$ cat config.mk
export PLATFORM = sky130hd
export DESIGN_NAME = pb_debounce_flat
export DESIGN_NICKNAME = d
export VERILOG_FILES = /design/src/rtl/pb_debounce_if.sv /design/src/rtl/pb_debounce.sv /design/src/flat_wrapper.sv
export SDC_FILE = /design/constraint.sdc
export NUM_CORES = 1
export LEC_CHECK = 0
export ABC_CLOCK_PERIOD_IN_PS = 5200
export CAP_MARGIN = 20
export CORE_ASPECT_RATIO = 2
export CORE_UTILIZATION = 65
export DETAILED_ROUTE_END_ITERATION = 10
export DONT_BUFFER_PORTS = 1
export PLACE_DENSITY = 0.77
export REMOVE_ABC_BUFFERS = 1
export SYNTH_ARGS = -nofsm -noshare
export SYNTH_HDL_FRONTEND = slang
export SYNTH_SLANG_ARGS = --single-unit
$ cat constraint.sdc
create_clock -name clk -period 5.2 [get_ports clk]
set_clock_uncertainty 0.2 [all_clocks]
set_input_delay 0.52 -clock clk [delete_from_list [all_inputs] [get_ports clk]]
set_output_delay 0.52 -clock clk [all_outputs]
set_load 0.005 [all_outputs]
$ cat src/rtl/pb_debounce_if.sv
// Pushbutton debouncer signal bundle: the raw pin coming in, plus the
// cleaned level and event pulses going out.
interface pb_debounce_if;
  logic PB_raw;
  logic PB_clean;
  logic pressed;
  logic long_press;

  modport master (
    output PB_raw,
    input  PB_clean,
    input  pressed,
    input  long_press
  );

  modport slave (
    input  PB_raw,
    output PB_clean,
    output pressed,
    output long_press
  );
endinterface

$ cat src/rtl/pb_debounce.sv
// Pushbutton debouncer for an active-low button pin.
// The raw pin is synchronised, then a new level is only accepted after
// it has been seen unchanged for DEBOUNCE_CYCLES consecutive samples.
// A one-cycle pulse marks each accepted press, and a second one-cycle
// pulse marks a hold of LONG_CYCLES cycles (at most once per press).
module pb_debounce #(
  parameter int unsigned DEBOUNCE_CYCLES = 50000,
  parameter int unsigned LONG_CYCLES     = 50000000
) (
  input  logic         clk,
  input  logic         rst_n,
  pb_debounce_if.slave bus
);

  localparam int DB_W   = $clog2(DEBOUNCE_CYCLES + 1);
  localparam int HOLD_W = $clog2(LONG_CYCLES + 1);

  localparam logic [DB_W-1:0]   DB_LAST  = DB_W'(DEBOUNCE_CYCLES - 1);
  localparam logic [HOLD_W-1:0] HOLD_MAX = HOLD_W'(LONG_CYCLES);

  // Encoding matches the pin polarity, so the state flop is the clean level.
  typedef enum logic {
    LVL_DOWN = 1'b0,
    LVL_UP   = 1'b1
  } level_t;

  level_t            level;
  logic              sync1;
  logic              sync2;
  logic [DB_W-1:0]   db_cnt;
  logic [HOLD_W-1:0] hold_cnt;
  logic [HOLD_W-1:0] hold_next;
  logic              long_done;
  logic              pressed_q;
  logic              long_q;

  logic clean_now;
  logic differs;
  logic accept;
  logic rise;
  logic long_fire;

  assign clean_now = (level == LVL_UP);
  assign differs   = (sync2 != clean_now);
  assign accept    = differs && (db_cnt == DB_LAST);
  assign rise      = accept && sync2;

  // Two-flop synchroniser; idles at 1 so reset looks like "not pressed".
  always_ff @(posedge clk or negedge rst_n) begin
    if (!rst_n) begin
      sync1 <= 1'b1;
      sync2 <= 1'b1;
    end else begin
      sync1 <= bus.PB_raw;
      sync2 <= sync1;
    end
  end

  // Level FSM: count agreeing samples of a differing level, restart on bounce.
  always_ff @(posedge clk or negedge rst_n) begin
    if (!rst_n) begin
      level     <= LVL_UP;
      db_cnt    <= '0;
      pressed_q <= 1'b0;
    end else begin
      pressed_q <= 1'b0;
      if (!differs) begin
        db_cnt <= '0;
      end else if (db_cnt == DB_LAST) begin
        db_cnt    <= '0;
        level     <= sync2 ? LVL_UP : LVL_DOWN;
        pressed_q <= !sync2;
      end else begin
        db_cnt <= db_cnt + DB_W'(1);
      end
    end
  end

  // Next hold count: cleared while up or on an accepted release, else saturating.
  always_comb begin
    hold_next = hold_cnt;
    if (clean_now || rise) begin
      hold_next = '0;
    end else if (hold_cnt != HOLD_MAX) begin
      hold_next = hold_cnt + HOLD_W'(1);
    end
  end

  assign long_fire = (hold_next == HOLD_MAX) && !long_done;

  // Hold tracking: fire the long-press pulse once, re-arm when released.
  always_ff @(posedge clk or negedge rst_n) begin
    if (!rst_n) begin
      hold_cnt  <= '0;
      long_done <= 1'b0;
      long_q    <= 1'b0;
    end else begin
      hold_cnt <= hold_next;
      long_q   <= long_fire;
      if (clean_now || rise) begin
        long_done <= 1'b0;
      end else if (long_fire) begin
        long_done <= 1'b1;
      end
    end
  end

  assign bus.PB_clean   = clean_now;
  assign bus.pressed    = pressed_q;
  assign bus.long_press = long_q;

endmodule

$ cat src/flat_wrapper.sv
// flat-port wrapper written by rule: the top's interface ports become plain ports
module pb_debounce_flat 
#(
  parameter int unsigned DEBOUNCE_CYCLES = 50000,
  parameter int unsigned LONG_CYCLES     = 50000000
)
  (clk, rst_n, bus_PB_raw, bus_PB_clean, bus_pressed, bus_long_press);
  pb_debounce_if bus_i ();
  input  logic clk;
  input  logic rst_n;
  input wire logic [$bits(bus_i.PB_raw)-1:0] bus_PB_raw;
  output wire logic [$bits(bus_i.PB_clean)-1:0] bus_PB_clean;
  output wire logic [$bits(bus_i.pressed)-1:0] bus_pressed;
  output wire logic [$bits(bus_i.long_press)-1:0] bus_long_press;
  assign bus_i.PB_raw = bus_PB_raw;
  assign bus_PB_clean = bus_i.PB_clean;
  assign bus_pressed = bus_i.pressed;
  assign bus_long_press = bus_i.long_press;
  pb_debounce #(.DEBOUNCE_CYCLES(DEBOUNCE_CYCLES), .LONG_CYCLES(LONG_CYCLES)) u_core (.clk(clk), .rst_n(rst_n), .bus(bus_i));
endmodule
==> results by group <==
Setup path
  • CP max-delay cell: or4_1
  • Critical Path AT: around 3.5 ns
  • CP peak stage delay: approximately 0.51 ns
  • CP required: approximately 5.2 ns
  • Crit-path cells: ha_1 -> and3_4 -> and4bb_1 -> a21o_1 -> or3b_1 -> or4_1 -> or3_1 -> o32ai_1
  • Worst Setup Start Kind: flip-flop
  • CP Max Fanout: 28
  • CP Capture Type: flip-flop
  • WS Path Type: reg -> reg

Clock tree
  • Clock Tree Buf Depth: 2
  • CTS Sinks: 48
  • Setup Fix Bufs, Post-CTS: 0
  • Cts repair resizes: 0
  • Clock Latency Late Sink: ~0.30 ns
  • TritonCTS Buffers: 5
  • TritonCTS clock tree: yes
  • CTS root buf: clkbuf_8
  • CTS H-Tree Depth: 2
  • Reg clk slew, reported paths: approximately 0.09 ns

Layout
  • Layout cells sized above 1: 0.0562
  • Most frequent cells in the layout: nor2_1, dfrtp_1, xor2_1
  • Layout net count: around 270
  • Leading cell type in the layout, fill and taps excluded: nor2_1
  • Syn-to-layout area delta: 6.31%
  • Ant diodes: 0

STA
  • Final min period: between 3 and 4 ns
  • Final-report hold violation count: 0
  • Final setup viols: 0
  • Final WS setup: 1.69 ns
  • Sum Neg Setup Slack: 0 ns
  • Relative slew slack: 0.392
  • Peak Freq: 285 MHz
  • Tcrit/Tclk final: 0.676
  • RSZ-0062 raised after global routing: false
  • Worst Tran Pin Value: just over 0.9 ns
  • Number of max-slew violations in the final report: 0

Min path
  • Worst hold path class: reg -> reg

Detailed routing
  • Routed wire length: between 5 and 6 mm
  • Detailed Routing Iterations Pass 1: 4
  • DRT iter0 DRCs: 60
  • Routed via count: 1900
  • WL per Instance: between 15 and 20 microns
  • Remaining DRCs: 0
  • DR vias/cell: approximately 6
  • Post-DRT Antenna Nets: 0

Global routing
  • Gr ovfl total: 0
  • Largest net degree at the start of global routing: between 40 and 50
  • Initial antenna violation count: 0
  • Tot GR Track Use: 0.270
  • Global-route wire length before repair: a little over 8 mm
  • Vias in the first global route: approximately 1900

Floorplan
  • Die Span X: about 46 microns
  • Initial Util: 0.694
  • # IOs: 6
  • Die height: a little over 90 microns
  • Core area: 3680 sq um
  • Row count: 31
  • Die area: roughly 4200 sq um

Run
  • Max Cap Violations: 0

Yosys
  • Fraction of registers with async set/reset: 1.00
  • Netlist cell types: 43
  • Synthesized area per cell: between 9 and 10 sq um
  • Synthesized area: 2560 sq um
  • EDFF count, synth: 0
  • Gate Count Post-Synth: approximately 270
  • Seq/Total Area, Yosys: 0.471
  • Yosys reg bits: 48
  • Ys Warns: 0
  • Most used DFF post-synth: dfrtp_1

Power
  • Worst IR Drop VDD: between 200 and 250 uV
  • Pwr Density: around 250 nW/um^2
  • Design Power: slightly below 700 uW
  • Leakage: ~1.2 nW

Place
  • Port bufs: 0
  • Pre-CTS WS: approximately 1.7 ns
  • HPWL after DPL: ~3.8 mm
  • Routability cong.: approximately 0.9

Outcome
  • Status: finished, final reports clean
## cell type report
class | instances | area [sq um]
fillers | 281 | 966
clock buffers | 6 | 82.6
multi-input cells | 203 | 1260
inverters | 5 | 18.8
clock inverters | 2 | 38.8
flip-flops and latches | 48 | 1200
well taps | 49 | 61.3
repair buffers | 3 | 47.5
## path summary, 6_finish.rpt
path | depth (start not counted) | to | start | slack, ns
min in group asynchronous | 2 | u_core.db_cnt[10] | rst_n | 0.53
max reg2reg | 8 | u_core.long_done | u_core.db_cnt[0] | 1.69
max | 8 | u_core.long_done | u_core.db_cnt[0] | 1.69
min | 0 | u_core.sync2 | u_core.sync1 | 0.16
max in group asynchronous | 2 | u_core.sync1 | rst_n | 4.00
min reg2reg | 0 | u_core.sync2 | u_core.sync1 | 0.16
## worst max-delay path: cells and delay by family, from the launching register on
family | cells | cell delay, ns
AOI/OAI and AO/OA | 2 | 0.79
adders and majority gates | 1 | 0.23
DFF | 1 | 0.40
and+or+nand+nor | 5 | 1.79
## stage by stage
stage	instance area, sq um	hold slack, ns	std cells	utilization
floorplan	2490	0.0244	256	-
global placement	2550	0.0252	305	0.692
detailed placement	2550	0.0253	305	0.692
CTS	2710	0.000961	315	0.735
global route	2720	0.170	316	0.738
finish	2720	0.161	316	0.738
## sequential cells by signal, summed over array words and instances, names as in the netlist
signal,count
u_core.bus.PB_clean,1
u_core.bus.long_press,1
u_core.bus.pressed,1
u_core.db_cnt,16
u_core.hold_cnt,26
u_core.long_done,1
u_core.sync1,1
u_core.sync2,1
## cell families (layout without fill, tap and decap cells)
family,count (synthesis),count (layout),share of synthesized area
simple gates,143,143,0.295
flops,48,48,0.471
xor+xnor,41,41,0.140
buf+inv,18,16,0.0342
compound gates,14,14,0.0372
fa+ha+maj,3,3,0.0147
mux,2,2,0.00783
## where the power goes
part / internal (mW) / total [mW] / switching [mW]
Clock: 0.157 / 0.281 / 0.124
Sequential: 0.376 / 0.378 / 0.00201
Combinational: 0.00524 / 0.0160 / 0.0108
## Yosys cell counts, drive strengths merged (2+ instances only)
master  count  area [sq um]
o211ai      3          22.5
or4b        2          20.0
and4        5          43.8
and3       11          73.8
mux2i       2          20.0
clkbuf      7          26.3
nand4b      3          26.3
dfrtp      45          1130
nor2       52           195
nor4b       4          35.0
nand2      18          67.6
or3         3          18.8
xnor2      15           131
inv         5          18.8
nor3        7          40.0
buf         6          42.5
ha          3          37.5
dfstp       3          78.8
a21oi       4          20.0
nand3      17          85.1
nand4       8          50.1
xor2       26           228
and2        4          25.0
## repair_timing
| action | in CTS | in global routing |
|---|---|---|
| setup endpoints to repair | 0 | 0 |
| hold endpoints to repair | 48 | 1 |
| hold buffers | 2 | 1 |
## per-layer routing
layer,vias up,wire [microns],share of wire,track usage
li1,917,-,-,-
met1,924,1930,0.37,0.262
met2,41,2920,0.56,0.483
met3,18,113,0.022,0.0380
met4,0,245,0.047,0.159
met5,-,0,0,0
(Power assumes the default switching activity.)
